**config.mk**
```make
export PLATFORM = sky130hd
export DESIGN_NAME = cyphertext_reader
export DESIGN_NICKNAME = d
export VERILOG_FILES = /design/src/rtl/cyphertext_reader_pkg.sv /design/src/rtl/cyphertext_reader_byte_serializer.sv /design/src/rtl/cyphertext_reader.sv
export SDC_FILE = /design/constraint.sdc
export NUM_CORES = 1
export LEC_CHECK = 0
export CAP_MARGIN = 20
export CORE_ASPECT_RATIO = 0.9
export CORE_MARGIN = 10
export CORE_UTILIZATION = 40
export CTS_CLUSTER_SIZE = 20
export DETAILED_ROUTE_END_ITERATION = 10
export PLACE_DENSITY = 0.77
export SYNTH_ARGS = -nofsm -noshare
export SYNTH_HDL_FRONTEND = slang
export SYNTH_HIERARCHICAL = 1
export SYNTH_SLANG_ARGS = --single-unit
```
**constraint.sdc**
```tcl
create_clock -name clk_i -period 5.3 [get_ports clk_i]
set_clock_uncertainty 0.05 [all_clocks]
set_input_delay 1.06 -clock clk_i [delete_from_list [all_inputs] [get_ports clk_i]]
set_output_delay 1.06 -clock clk_i [all_outputs]
set_load 0.03 [all_outputs]
```
**src/rtl/cyphertext_reader_pkg.sv**
```systemverilog
// Shared widths and FSM state encoding for the cyphertext readout path.
// Latency: n/a (declarations only).
// Backpressure: n/a.
package cyphertext_reader_pkg;

   localparam int CT_TEXT_WIDTH = 128;
   localparam int CT_ADDR_WIDTH = 8;
   localparam int CT_BYTE_W     = 8;

   typedef enum logic [2:0] {
      IDLE    = 3'd0,
      FETCH   = 3'd1,
      CAPTURE = 3'd2,
      SEND    = 3'd3,
      DONE    = 3'd4
   } ct_state_t;

   // Number of stream bytes carried by one cyphertext block (checksum excluded).
   function automatic int bytes_per_block(input int text_width);
      return text_width / CT_BYTE_W;
   endfunction

endpackage

```
**src/rtl/cyphertext_reader_byte_serializer.sv**
```systemverilog
// ct_byte_serializer: turns one loaded block into a MSB-first byte stream (+ XOR checksum byte if CT_READ_CHECKSUM_EN).
// Latency: first byte valid the cycle after load_i; one byte per cycle while byte_ready_i is high.
// Backpressure: byte_ready_i low holds byte_o and all state; block_done_o pulses on the last accepted byte.
module ct_byte_serializer
   import cyphertext_reader_pkg::*;
#(
   parameter int TEXT_WIDTH = CT_TEXT_WIDTH
) (
   input  logic                  clk_i,
   input  logic                  rst_n_i,
   input  logic                  load_i,
   input  logic [TEXT_WIDTH-1:0] load_dat_i,
   output logic [CT_BYTE_W-1:0]  byte_o,
   output logic                  byte_valid_o,
   input  logic                  byte_ready_i,
   output logic                  block_done_o
);

   localparam int BYTES_PER_BLOCK = bytes_per_block(TEXT_WIDTH);
`ifdef CT_READ_CHECKSUM_EN
   localparam int LAST_IDX = BYTES_PER_BLOCK;
`else
   localparam int LAST_IDX = BYTES_PER_BLOCK - 1;
`endif
   localparam int CNT_W = $clog2(BYTES_PER_BLOCK + 1);

   logic [TEXT_WIDTH-1:0] shift_q;
   logic [CNT_W-1:0]      cnt_q;
   logic                  vld_q;
   logic                  xfer;
   logic                  last_byte;
   logic [CT_BYTE_W-1:0]  cur_byte;
`ifdef CT_READ_CHECKSUM_EN
   logic [CT_BYTE_W-1:0]  csum_q;
`endif

   assign xfer         = vld_q & byte_ready_i;
   assign last_byte    = (cnt_q == CNT_W'(LAST_IDX));
   assign block_done_o = xfer & last_byte;
   assign byte_valid_o = vld_q;

`ifdef CT_READ_CHECKSUM_EN
   assign cur_byte = (cnt_q == CNT_W'(BYTES_PER_BLOCK)) ? csum_q
                                                        : shift_q[TEXT_WIDTH-1 -: CT_BYTE_W];
`else
   assign cur_byte = shift_q[TEXT_WIDTH-1 -: CT_BYTE_W];
`endif

   // Stream data is forced to zero whenever nothing is being offered.
   assign byte_o = vld_q ? cur_byte : '0;

   // Load a fresh block, then shift one byte out per accepted transfer.
   always_ff @(posedge clk_i or negedge rst_n_i) begin
      if (!rst_n_i) begin
         shift_q <= '0;
         cnt_q   <= '0;
         vld_q   <= 1'b0;
`ifdef CT_READ_CHECKSUM_EN
         csum_q  <= '0;
`endif
      end else if (load_i) begin
         shift_q <= load_dat_i;
         cnt_q   <= '0;
         vld_q   <= 1'b1;
`ifdef CT_READ_CHECKSUM_EN
         csum_q  <= '0;
`endif
      end else if (xfer) begin
         shift_q <= {shift_q[TEXT_WIDTH-CT_BYTE_W-1:0], {CT_BYTE_W{1'b0}}};
         cnt_q   <= cnt_q + CNT_W'(1);
`ifdef CT_READ_CHECKSUM_EN
         // The shift register is empty while the checksum byte is sent, so this folds in zero there.
         csum_q  <= csum_q ^ shift_q[TEXT_WIDTH-1 -: CT_BYTE_W];
`endif
         if (last_byte) begin
            vld_q <= 1'b0;
         end
      end
   end

endmodule

```
**src/rtl/cyphertext_reader.sv**
```systemverilog
// cyphertext_reader: reads count_i blocks from base_addr_i (wrapping) out of the cyphertext RAM and streams them as bytes.
// Latency: start -> rd_en 1 cycle, rd_en -> first byte_valid 2 cycles, 2 idle cycles between blocks.
// Backpressure: byte_ready_i low stalls the stream; the next RAM read waits for the current block to drain. Option: CT_READ_CHECKSUM_EN.
module cyphertext_reader
   import cyphertext_reader_pkg::*;
#(
   parameter int TEXT_WIDTH = CT_TEXT_WIDTH,
   parameter int ADDR_WIDTH = CT_ADDR_WIDTH
) (
   input  logic                  clk_i,
   input  logic                  rst_n_i,
   input  logic                  start_i,
   input  logic [ADDR_WIDTH-1:0] base_addr_i,
   input  logic [ADDR_WIDTH:0]   count_i,
   output logic                  rd_en_o,
   output logic [ADDR_WIDTH-1:0] rd_addr_o,
   input  logic [TEXT_WIDTH-1:0] rd_data_i,
   output logic [CT_BYTE_W-1:0]  byte_o,
   output logic                  byte_valid_o,
   input  logic                  byte_ready_i,
   output logic                  busy_o,
   output logic                  done_o
);

   localparam logic [ADDR_WIDTH:0]   ONE_BLOCK = 1;
   localparam logic [ADDR_WIDTH-1:0] ADDR_INC  = 1;

   ct_state_t             state_q;
   logic [ADDR_WIDTH-1:0] addr_q;
   logic [ADDR_WIDTH:0]   blocks_q;
   logic                  ser_load;
   logic                  ser_block_done;

   // RAM data is valid in CAPTURE, one cycle after the FETCH strobe.
   assign ser_load = (state_q == CAPTURE);

   ct_byte_serializer #(
      .TEXT_WIDTH (TEXT_WIDTH)
   ) u_ser (
      .clk_i        (clk_i),
      .rst_n_i      (rst_n_i),
      .load_i       (ser_load),
      .load_dat_i   (rd_data_i),
      .byte_o       (byte_o),
      .byte_valid_o (byte_valid_o),
      .byte_ready_i (byte_ready_i),
      .block_done_o (ser_block_done)
   );

   // Readout sequencer: addressing, block counting and registered strobes.
   always_ff @(posedge clk_i or negedge rst_n_i) begin
      if (!rst_n_i) begin
         state_q   <= IDLE;
         addr_q    <= '0;
         blocks_q  <= '0;
         rd_en_o   <= 1'b0;
         rd_addr_o <= '0;
         busy_o    <= 1'b0;
         done_o    <= 1'b0;
      end else begin
         rd_en_o   <= 1'b0;
         rd_addr_o <= '0;
         done_o    <= 1'b0;
         case (state_q)
            IDLE: begin
               if (start_i) begin
                  if (count_i != '0) begin
                     addr_q    <= base_addr_i;
                     blocks_q  <= count_i;
                     rd_en_o   <= 1'b1;
                     rd_addr_o <= base_addr_i;
                     busy_o    <= 1'b1;
                     state_q   <= FETCH;
                  end else begin
                     done_o  <= 1'b1;
                     state_q <= DONE;
                  end
               end
            end
            FETCH: begin
               state_q <= CAPTURE;
            end
            CAPTURE: begin
               state_q <= SEND;
            end
            SEND: begin
               if (ser_block_done) begin
                  if (blocks_q == ONE_BLOCK) begin
                     blocks_q <= '0;
                     busy_o   <= 1'b0;
                     done_o   <= 1'b1;
                     state_q  <= DONE;
                  end else begin
                     blocks_q  <= blocks_q - ONE_BLOCK;
                     addr_q    <= addr_q + ADDR_INC;
                     rd_en_o   <= 1'b1;
                     rd_addr_o <= addr_q + ADDR_INC;
                     state_q   <= FETCH;
                  end
               end
            end
            DONE: begin
               // A start arriving together with done_o is dropped here.
               state_q <= IDLE;
            end
            default: begin
               state_q <= IDLE;
            end
         endcase
      end
   end

endmodule

```
**Yosys cells after proc, flatten, opt, wreduce, memory -nomap -nowiden**

Cells that the tools add are included.

- Register bits after elaboration: 165
- Input port bits: 149

- Add/subtract/negate cells: 3
- Equal/unequal tests: 10
- Multiplexer cells: 43
- Bitwise gates (word level): 2
- Reductions and logical operators: 10

Operators with widths:

| kind | count |
|---|---|
| $mux 128 | 2 |
| $mux 8 | 9 |
| $mux 9 | 4 |
| $pmux 8 s2 | 2 |
| $pmux 9 s2 | 1 |
| $mux 1 | 15 |
| $mux 3 | 4 |
| $pmux 3 s4 | 1 |
| $mux 5 | 2 |
| $ne 2x2->1 const B | 5 |
| $reduce_and 5->1 | 2 |
| $eq 9x1->1 const B | 1 |
| $reduce_bool 9->1 | 1 |
| $sub 9x1->9 const B | 1 |
| $add 8x1->8 const B | 1 |
| $eq 3x2->1 const B | 2 |
| $pmux 1 s2 | 3 |
| $reduce_bool 2->1 | 3 |
| $add 5x1->5 const B | 1 |
| $eq 5x4->1 const B | 1 |
| $reduce_and 2->1 | 2 |
| $reduce_and 4->1 | 1 |
| $eq 3x1->1 const B | 1 |
| $logic_not 3->1 | 1 |
| $and 1x1->1 | 2 |

**Depth between registers and ports, before layout**

- Depth after elaboration: 4
- Depth in mapped cells: 9

**By module**

The synthesis kept the hierarchy.

Modules (own cells, without submodules):

| module | instances | cells an instance | area each (sq um) |
|---|---|---|---|
| ct_byte_serializer | 1 | 594 | 6,169.7 |
| cyphertext_reader | 1 | 183 | 1,816.7 |

**Least setup slack after synthesis**

OpenSTA, ideal clock, no wires.

- Path kind: input -> register
- Start point: input count_i[5]
- End point: register blocks_q[0]
- Setup time: 0.126 ns
- Arrival: 2.217 ns
- Required time: 5.124 ns
- Path slack: 2.907 ns
- Stages: 5
- Path buffers: 1
- Cell sequence: nor4_2 > nand4b_1 > and2_1 > clkbuf_1 > a221o_1

- Word-level cells in the longest chain between the ends: 3

RTL lines:

| element | RTL line | RTL |
|---|---|---|
| start: declaration | cyphertext_reader.sv:14 | `input logic [ADDR_WIDTH:0] count_i,` |
| $reduce_bool 9->1 | cyphertext_reader.sv:67 | `if (count_i != '0) begin` |
| $ne 2x2->1 (no source line) | -- |  |
| $reduce_and 4->1 (no source line) | -- |  |
| end signal: assignment | cyphertext_reader.sv:69 | `blocks_q <= count_i;` |
| end signal: assignment | cyphertext_reader.sv:94 | `blocks_q <= blocks_q - ONE_BLOCK;` |
| end: declaration | cyphertext_reader.sv:30 | `logic [ADDR_WIDTH:0] blocks_q;` |

Every way passes these cells.
A chain may end at the register's enable or synchronous reset.

**Worst setup path after layout**

- Start point: register u_ser.vld_q (netlist: u_ser/byte_valid_o)
- End point: output byte_o[2]

- Word-level cells in the longest chain between the ends: 1

RTL lines:

| element | RTL line | RTL |
|---|---|---|
| start: declaration | cyphertext_reader_byte_serializer.sv:29 | `logic vld_q;` |
| start signal: assignment | cyphertext_reader_byte_serializer.sv:57 | `vld_q <= 1'b0;` |
| start signal: assignment | cyphertext_reader_byte_serializer.sv:64 | `vld_q <= 1'b1;` |
| start signal: assignment | cyphertext_reader_byte_serializer.sv:76 | `vld_q <= 1'b0;` |
| $mux 8 | cyphertext_reader_byte_serializer.sv:50 | `assign byte_o = vld_q ? cur_byte : '0;` |
| end: declaration | cyphertext_reader.sv:18 | `output logic [CT_BYTE_W-1:0] byte_o,` |

Every way passes these cells.

==> qor.yml <==
cts_resized: 0
diodes: 0
slew_headroom_pct: 28.1
first_global_vias: 6220
core_area_um2: 19400
status: "completed"
endpoint_kind: "output port"
dr.pass1.iters: 5
cts_sinks: 165
die_h_um: 154
power_per_cell_area_nw_per_um2: 386
avgSynthCellArea_um2: 10.3
vias: 6039
cp.arrival_ns: 2.04
finalSetupTns_ns: 0
wirelength_mm: 19.7
synth_cells: 777
grt_max_degree: 263
synth-seq-cells: 165
numCtsBuffers: 17
finalHoldViolations: 0
synth_edf_count: 0
hold_path_class: "reg -> reg"
cts_tree: "yes"
crit_required_ns: 4.19
slew_violations: 0
drive_gt1_share_pct: 5.21
final_net_count: 1063
seqCellArea_um2: 4130
rsz0062_at_grt: "no"
fin_crit_sh_pct: 59.4
wl_per_cell_um: 16.9
ys.flop_type: "dfrtp_1"
drt_iter0_drc: 496
clk_path_buf_depth: 2
finalCriticalPeriod_ns: 3.15
cap_violations: 0
ctsHoldBuffers: 0
critical_path_class: "reg -> out"
fmax_mhz: 317
tightest_slew_ns: 1.08
synth_warnings: 6
ir_drop_mv: 0.200
initial_core_util_pct: 41.2
dp_hpwl_mm: 14.0
drc_errors: 0
path_clk_slew_ns: 0.06
syn_to_final_growth_pct: 28.8
syn-cell-area_um2: 7990
drtAntennaViolNets: 0
viasPerCell: 5.16
worstSetupStartpointType: "flop"
routabilityCongestion: 0.866
fillCellCount: 1726
overflow: 0
setup_viol: 0
postLayoutCoreUtil_pct: 53.0
synthDistinctLibCells: 54
p_leak_uw: 0.00461
die-area_um2: 26000
fin_ws_ns: 2.15
cts_root_buf: "clkbuf_16"
async_flop_share_pct: 100
grtUsageTotal_pct: 15.0
fp.dieW_um: 169
antenna_found_initial: 0
synth_nets: 931
worst-r2r-setup-slack_ns: 2.74
insertion_delay_ns: 0.42
dp_slack_ns: 1.86
placementRows: 48
cts_setup_buffers: 0
grt_pass1_wl_mm: 32.0
multi_input_area_um2: 3490
pin_count: 169
yosysSeqAreaShare_pct: 51.7
portBuffers: 168
htree_levels: 4
finalPower_uw: 3970
crit_path_max_fanout: 16
==> cells in the mapped netlist, types with 3 or more instances <==
library cell	n	area (µm²)
a21o_1	5	37.5
a21oi_1	7	35.0
a221o_1	3	30.0
a22o_1	7	61.3
and2_1	9	56.3
buf_2	11	55.1
buf_4	10	75.1
buf_6	10	113
clkbuf_1	29	109
dfrtp_1	165	4130
ha_1	5	62.6
inv_1	7	26.3
mux2i_1	120	1200
nand2_1	154	578
nand3_1	11	55.1
nand4b_1	3	26.3
nor2_1	13	48.8
nor3_1	7	35.0
nor3b_1	3	22.5
o211ai_1	7	52.6
o21ai_0	138	691
xnor2_1	5	43.8
xor2_1	4	35.0
==> cells in the final DEF (no fill, tap or decap), types with 3 or more instances in the layout <==
master,count
a21o_1,5
a21oi_1,7
a221o_1,3
a22o_1,7
and2_1,9
buf_4,4
bufinv_16,3
clkbuf_1,5
clkbuf_16,17
clkdlybuf4s50_1,167
dfrtp_1,165
ha_1,5
inv_1,7
mux2i_1,120
nand2_1,154
nand3_1,11
nand4b_1,3
nor2_1,13
nor3_1,7
o211ai_1,7
o21ai_0,138
xnor2_1,5
xor2_1,4
==> metrics by stage <==
step	cell area [µm²]	hold slack [ns]	cells
floorplan	7990	0.426	777
global placement	9690	0.412	1140
detailed placement	9690	0.447	1140
CTS	10300	0.462	1171
global route	10300	0.503	1171
finish	10300	0.456	1171
==> path summary, 6_finish.rpt <==
| path | startpoint | endpoint | depth (start not counted) |
|---|---|---|---|
| worst max-delay path | u_ser/byte_valid_o | byte_o[2] | 2 |
| worst min-delay path | busy_o | busy_o | 1 |
| worst max register to register | u_ser/cnt_q[0] | blocks_q[8] | 8 |
| worst min register to register | busy_o | busy_o | 1 |
| max in group asynchronous | rst_n_i | u_ser/shift_q[99] | 2 |
| min in group asynchronous | rst_n_i | u_ser/shift_q[13] | 1 |
==> report_power, final <==
part	leakage (µW)	total (µW)	switching, µW	internal (µW)
Combinational	0.00211	926	451	475
Clock	0.000281	1240	474	766
Sequential	0.00222	1800	226	1580
==> logic make-up after synthesis <==
| kind of cell | after synthesis | share of synthesized area [%] |
|---|---|---|
| AO/OA/AOI/OAI | 191 | 14.4 |
| XOR/XNOR | 9 | 0.987 |
| adder cells (fa/ha/maj) | 5 | 0.783 |
| buffers and inverters | 68 | 4.78 |
| flip-flops | 165 | 51.7 |
| multiplexers | 120 | 15.0 |
| AND/OR/NAND/NOR | 219 | 12.3 |
==> state kept, by name (all words and copies together) (netlist names) <==
name,count
addr_q,8
blocks_q,9
busy_o,1
done_o,1
rd_addr_o,8
rd_en_o,1
state_q,3
u_ser/byte_valid_o,1
u_ser/cnt_q,5
u_ser/shift_q,128
==> worst max-delay path: stages (launching register included) <==
cell and delay (ns):
dfrtp_1 0.71, and2_1 0.24, clkdlybuf4s50_1 0.68
==> cell type report <==
class / instances / share of cell area [%]
Sequential cell: 165 / 40.1
Clock buffer: 24 / 4.58
Multi-Input combinational cell: 544 / 33.9
Tap cell: 250 / 3.04
Inverter: 8 / 0.292
Clock inverter: 7 / 1.19
Timing Repair Buffer: 173 / 16.8
==> layer usage <==
layer	vias up	GRT usage (%)	wire length, µm
met5	-	0	0
met4	0	4.10	206
met3	10	4.94	1270
met2	163	22.8	9270
met1	2875	19.9	8980
li1	2991	-	-
(Power assumes the default switching activity.)
